## config.mk

```make
export PLATFORM = sky130hd
export DESIGN_NAME = instr_encoder
export DESIGN_NICKNAME = d
export VERILOG_FILES = /design/src/rtl/instr_encoder.sv
export SDC_FILE = /design/constraint.sdc
export NUM_CORES = 1
export LEC_CHECK = 0
export BUFFER_PORTS_ARGS = -buffer_cell sky130_fd_sc_hd__clkbuf_2
export CAP_MARGIN = 40
export CORE_UTILIZATION = 51
export CTS_BUF_LIST = sky130_fd_sc_hd__clkbuf_8
export DETAILED_ROUTE_END_ITERATION = 6
export PLACE_DENSITY = 0.84
export SYNTH_ARGS = -nofsm -noshare
export SYNTH_HDL_FRONTEND = slang
export SYNTH_SLANG_ARGS = --single-unit
```

## constraint.sdc

```tcl
create_clock -name clk -period 2.3 [get_ports clk]
set_input_delay 0.115 -clock clk [delete_from_list [all_inputs] [get_ports clk]]
set_output_delay 0.115 -clock clk [all_outputs]
set_load 0.1 [all_outputs]
```

## src/rtl/instr_encoder.sv

```systemverilog
// RV32I field-to-word encoder: packs decoded fields, buffers words in a FIFO and streams
// them out with an auto-incrementing byte address. Optional IMM_RANGE_CHECK_EN adds immediate checks.
module instr_encoder #(
    parameter int                DEPTH     = 4,
    parameter int                ADDR_W    = 32,
    parameter logic [ADDR_W-1:0] BASE_ADDR = '0
) (
    input  logic                      clk,
    input  logic                      rst,
    input  logic                      in_valid,
    output logic                      in_ready,
    input  logic [6:0]                opcode,
    input  logic [4:0]                rd,
    input  logic [2:0]                funct3,
    input  logic [4:0]                rs1,
    input  logic [4:0]                rs2,
    input  logic [6:0]                funct7,
    input  logic [31:0]               immediate,
    output logic                      out_valid,
    input  logic                      out_ready,
    output logic [31:0]               out_instr,
    output logic [ADDR_W-1:0]         out_addr,
    input  logic                      addr_load,
    input  logic [ADDR_W-1:0]         addr_load_val,
    input  logic                      err_clr,
    output logic                      err_illegal,
    output logic                      err_range,
    output logic [$clog2(DEPTH):0]    count
);

    localparam int PW = $clog2(DEPTH);
    localparam int CW = PW + 1;

    localparam logic [6:0] OP_R      = 7'b0110011;
    localparam logic [6:0] OP_LOAD   = 7'b0000011;
    localparam logic [6:0] OP_IMM    = 7'b0010011;
    localparam logic [6:0] OP_JALR   = 7'b1100111;
    localparam logic [6:0] OP_SYSTEM = 7'b1110011;
    localparam logic [6:0] OP_STORE  = 7'b0100011;
    localparam logic [6:0] OP_BRANCH = 7'b1100011;
    localparam logic [6:0] OP_LUI    = 7'b0110111;
    localparam logic [6:0] OP_AUIPC  = 7'b0010111;
    localparam logic [6:0] OP_JAL    = 7'b1101111;

    logic [31:0]       mem [DEPTH];
    logic [PW-1:0]     wr_ptr_reg, wr_ptr_next;
    logic [PW-1:0]     rd_ptr_reg, rd_ptr_next;
    logic [CW-1:0]     count_reg, count_next;
    logic [ADDR_W-1:0] addr_reg, addr_next;
    logic              err_illegal_reg, err_illegal_next;

    logic [31:0] enc_instr;
    logic        enc_legal;
    logic        enc_range_ok;
    logic        xfer, push, pop;

    always_comb begin
        enc_instr = '0;
        enc_legal = 1'b1;
        case (opcode)
            OP_R:
                enc_instr = {funct7, rs2, rs1, funct3, rd, opcode};
            OP_IMM: begin
                if (funct3 == 3'b001 || funct3 == 3'b101)
                    enc_instr = {funct7, immediate[4:0], rs1, funct3, rd, opcode};
                else
                    enc_instr = {immediate[11:0], rs1, funct3, rd, opcode};
            end
            OP_LOAD, OP_JALR, OP_SYSTEM:
                enc_instr = {immediate[11:0], rs1, funct3, rd, opcode};
            OP_STORE:
                enc_instr = {immediate[11:5], rs2, rs1, funct3, immediate[4:0], opcode};
            OP_BRANCH:
                enc_instr = {immediate[12], immediate[10:5], rs2, rs1, funct3,
                             immediate[4:1], immediate[11], opcode};
            OP_LUI, OP_AUIPC:
                enc_instr = {immediate[31:12], rd, opcode};
            OP_JAL:
                enc_instr = {immediate[20], immediate[10:1], immediate[11],
                             immediate[19:12], rd, opcode};
            default:
                enc_legal = 1'b0;
        endcase
    end

`ifdef IMM_RANGE_CHECK_EN
    // A signed N-bit value fits when all bits from N-1 upward agree with the sign.
    logic fit_12, fit_13, fit_21, fit_shamt;
    assign fit_12    = (&immediate[31:11]) | ~(|immediate[31:11]);
    assign fit_13    = ((&immediate[31:12]) | ~(|immediate[31:12])) & ~immediate[0];
    assign fit_21    = ((&immediate[31:20]) | ~(|immediate[31:20])) & ~immediate[0];
    assign fit_shamt = ~(|immediate[31:5]);

    always_comb begin
        enc_range_ok = 1'b1;
        case (opcode)
            OP_IMM: begin
                if (funct3 == 3'b001 || funct3 == 3'b101)
                    enc_range_ok = fit_shamt;
                else
                    enc_range_ok = fit_12;
            end
            OP_LOAD, OP_JALR, OP_SYSTEM, OP_STORE:
                enc_range_ok = fit_12;
            OP_BRANCH:
                enc_range_ok = fit_13;
            OP_LUI, OP_AUIPC:
                enc_range_ok = ~(|immediate[11:0]);
            OP_JAL:
                enc_range_ok = fit_21;
            default:
                enc_range_ok = 1'b1;
        endcase
    end

    logic err_range_reg, err_range_next;
    always_comb begin
        err_range_next = err_range_reg;
        if (err_clr)
            err_range_next = 1'b0;
        if (xfer && enc_legal && !enc_range_ok)
            err_range_next = 1'b1;
    end

    always_ff @(posedge clk) begin
        if (rst)
            err_range_reg <= 1'b0;
        else
            err_range_reg <= err_range_next;
    end
    assign err_range = err_range_reg;
`else
    assign enc_range_ok = 1'b1;
    assign err_range    = 1'b0;
`endif

    assign in_ready  = (count_reg != CW'(DEPTH));
    assign out_valid = (count_reg != '0);
    assign xfer      = in_valid && in_ready;
    assign push      = xfer && enc_legal && enc_range_ok;
    assign pop       = out_valid && out_ready;

    always_comb begin
        wr_ptr_next = push ? wr_ptr_reg + 1'b1 : wr_ptr_reg;
        rd_ptr_next = pop  ? rd_ptr_reg + 1'b1 : rd_ptr_reg;
        count_next  = count_reg;
        if (push && !pop)
            count_next = count_reg + 1'b1;
        else if (pop && !push)
            count_next = count_reg - 1'b1;
    end

    // Load takes priority over the +4 so a popped word keeps the old address.
    always_comb begin
        addr_next = addr_reg;
        if (addr_load)
            addr_next = {addr_load_val[ADDR_W-1:2], 2'b00};
        else if (pop)
            addr_next = addr_reg + ADDR_W'(4);
    end

    always_comb begin
        err_illegal_next = err_illegal_reg;
        if (err_clr)
            err_illegal_next = 1'b0;
        if (xfer && !enc_legal)
            err_illegal_next = 1'b1;
    end

    always_ff @(posedge clk) begin
        if (rst) begin
            wr_ptr_reg      <= '0;
            rd_ptr_reg      <= '0;
            count_reg       <= '0;
            addr_reg        <= BASE_ADDR;
            err_illegal_reg <= 1'b0;
        end else begin
            wr_ptr_reg      <= wr_ptr_next;
            rd_ptr_reg      <= rd_ptr_next;
            count_reg       <= count_next;
            addr_reg        <= addr_next;
            err_illegal_reg <= err_illegal_next;
        end
    end

    generate
        for (genvar gi = 0; gi < DEPTH; gi++) begin : g_entry
            always_ff @(posedge clk) begin
                if (push && wr_ptr_reg == PW'(gi))
                    mem[gi] <= enc_instr;
            end
        end
    endgenerate

    // Head is masked while empty so stale storage never shows on the port.
    assign out_instr   = out_valid ? mem[rd_ptr_reg] : 32'h0;
    assign out_addr    = addr_reg;
    assign err_illegal = err_illegal_reg;
    assign count       = count_reg;

endmodule

```

==> run_results.csv <==
group,metric,value,unit
floorplan,rows,44,
global_routing,antenna_found_initial,0,
drt,drc_errors,9,
cts,htreeDepth,4,
sta,relSlewSlack,54.8,%
sta,slew_viol_final,0,
placed_design,dp_hpwl,13000,um
sta,skew,0.0119,ns
drt,drtAntennaViolNets,0,
global_routing,grt_pass1_vias,5997,
logic_synthesis,synth-edff-count,128,
floorplan,die_h,125,um
critical_path,crit_top_cell,"buf_12",
critical_path,reg2reg_slack,0.16,ns
cells_and_area,regArea,4680,um2
logic_synthesis,synthArstFlopShare,0,%
logic_synthesis,synth.distinct_cells,59,
critical_path,worst-path-buf-inv,2,
cells_and_area,drive_gt1_share,42.0,%
logic_synthesis,synthFlopType,"edfxtp_1",
sta,setup_viol,0,
drt,wirelength,19000,um
cts,cts.clk_slew.worst_paths,0.09,ns
sta,fin_ws,0.126,ns
logic_synthesis,synth_top_area_share,49.4,%
critical_path,slowest_delay,0.60,ns
cells_and_area,multi_input_area,2980,um2
cts,worst_skew_pair.late_latency,0.46,ns
global_routing,grt_pass1_wl,30600,um
global_routing,grt_max_degree,40,
critical_path,worst_setup_path_start_kind,"register",
cells_and_area,area_delta_synth_final,31.9,%
logic_synthesis,synthCells,587,
global_routing,overflow,0,
logic_synthesis,synth_warnings,0,
logic_synthesis,synth_largest_area_cell,"edfxtp_1",
critical_path,cp.required,2.18,ns
run_status,status,"finished with violations",
sta,hold_viol,0,
floorplan,core-area,14700,um2
job,maxCapViolCount,0,
cts,root_buffer,"clkbuf_8",
critical_path,crit_fanout,32,
cts,cts_buffers,17,
floorplan,die_area,15700,um2
placed_design,io_buffers,167,
logic_synthesis,seq_area_frac_synth,59.7,%
pwr,powerDensity,1240,nW/um2
critical_path,cp_cell_sequence,"buf_12 -> mux4_2 -> nor2b_2 -> buf_12",
pwr,power,12.7,mW
cts,clock_path_buffers,2,
global_routing,grt_use_total,25.2,%
sta,worstMarginPinSlew,0.674,ns
drt,viasPerCell,5.78,
logic_synthesis,syn_avg_cell_area,13.2,um2
placed_design,detailedPlace.worstSlack,0.0162,ns
critical_path,path_class,"register to output port",
logic_synthesis,synth_area_leaders,"edfxtp_1 (49%), dfxtp_1 (10%), mux4_2 (9.3%)",
worst_hold_path,hp-class,"primary input to register",
drt,drt-initial-drc-count,464,
run_status,violations,"design-rule violations",
critical_path,cp_top_family,"multiplexers",
sta,fin_crit,2.17,ns
cts,cts.sinks,168,
drt,via_count,5780,
sta,max_freq,460,MHz
sta,min_period_over_period,94.5,%
drt,post_drt_wl_per_cell,19.0,um
cells_and_area,n_antenna_cell,0,
floorplan,num_io_pins,173,
placed_design,gp_routability_congestion,0.885,
cts,cts_resized,0,
drt,first_pass_iters,7,
logic_synthesis,netlist_area,7780,um2
cells_and_area,nFillCells,979,
critical_path,cp.arrival,2.06,ns
cells_and_area,num-nets-final,912,
pwr,peakVddDrop,875,uV
floorplan,die_w,125,um
cells_and_area,largest_register_ffs,128,
critical_path,worst_setup_path_end_kind,"output port",
pwr,p_leak,3.88,nW
cts,postCtsSetupRepairBufs,0,
critical_path,slowest_stage,"mux4_2",
floorplan,start_util,52.9,%
cts,cts_tree,"yes",
sta,rsz0062_at_grt,"false",
logic_synthesis,synth-seq-cells,168,
## cells by family (layout without fill, tap and decap cells)
group                      Yosys count  in the layout  share of synthesized area, %
DFF                                168            168                          59.7
buffers and inverters               58            285                          3.38
xor gates and xnor gates            21             21                          2.36
muxes                               40             40                          10.4
adders and majority gates            7              7                          1.22
AOI/OAI and AO/OA                   91             91                          8.04
other                                1              3                        0.0482
and+or+nand+nor                    201            201                          14.9
## final timing paths
path,end,cells past startpoint,startpoint
max reg2reg,count[2],8,count[2]
min reg2reg,err_illegal,2,err_illegal
max,out_instr[4],4,register
min,mem[1][16],2,rs1[1]
## cell type report
class | count | share of cell area (%)
Clock buffer | 17 | 2.28
Timing Repair Buffer | 230 | 18.3
Clock inverter | 15 | 1.72
Multi-Input combinational cell | 363 | 29.0
Sequential cell | 168 | 45.6
Tap cell | 184 | 2.24
Inverter | 23 | 0.842
## report_power, final
part,leakage [nW],internal (mW),switching (mW)
clock,0.192,1.07,1.09
sequential,1.51,3.36,0.129
combinational,2.17,2.31,4.71
## layout by cell type (no fill, tap or decap), drive strengths merged, types with 4 or more instances in the layout
master	n
a22oi	6
clkinvlp	5
nor2	36
buf	66
mux2i	4
nor3	18
xor2	10
and3	4
inv	26
o21ai	18
ha	6
nand4	9
nand3	14
nor2b	39
mux4	32
or3	5
clkinv	4
xnor2	11
edfxtp	128
nand2b	6
or2	4
clkbuf	152
nand2	37
a21oi	21
nor4	12
dlygate4sd3	29
and2	8
a211oi	8
dfxtp	40
o21bai	4
a22o	13
a222oi	5
mux2	4
## synth_stat cells, types with 4 or more instances
cell type / number
a211oi_1: 8
a21oi_1: 21
a222oi_1: 5
a22o_1: 13
a22oi_1: 6
and2_1: 8
and3_1: 4
buf_2: 9
clkbuf_1: 17
dfxtp_1: 40
edfxtp_1: 128
ha_1: 6
inv_1: 22
mux2_2: 4
mux2i_1: 4
mux4_2: 32
nand2_1: 37
nand2b_1: 6
nand3_1: 12
nand4_1: 8
nor2_1: 36
nor2b_1: 39
nor3_1: 18
nor4_1: 5
nor4_2: 4
o21ai_0: 17
o21bai_1: 4
or2_2: 4
or3_1: 5
xnor2_1: 11
xor2_1: 10
## layer usage
layer  global-route usage [%]  wire length, um
met4                     9.25              364
met1                     29.9             7290
met2                     44.8             9940
met5                        0                0
met3                     5.69             1450
## worst reg2reg max path, stage by stage, from the launching register on
cell,delay (ns)
dfxtp_4,0.38
o31a_1,0.33
inv_2,0.12
ha_1,0.20
inv_1,0.06
fa_1,0.37
xor2_1,0.16
or3_1,0.31
a21oi_1,0.14
## what timing repair did
item | CTS | global route
endpoints found under the hold margin | 29 | 0
hold buffers | 29 | 0
setup endpoints to repair | 0 | 0
## per-stage QoR
stage	utilization, %	area [um2]	cells	setup TNS [ns]	hold slack, ns
2_1_floorplan	-	7910	589	-0.246	0.252
3_3_place_gp	64.9	9550	938	0	0.344
3_5_place_dp	65.0	9560	939	0	0.351
4_1_cts	69.8	10300	1000	0	0.0144
5_1_grt	69.8	10300	1000	0	0.0307
6_report	69.8	10300	1000	0	0.0317
Power figures use the tool's default switching activity.
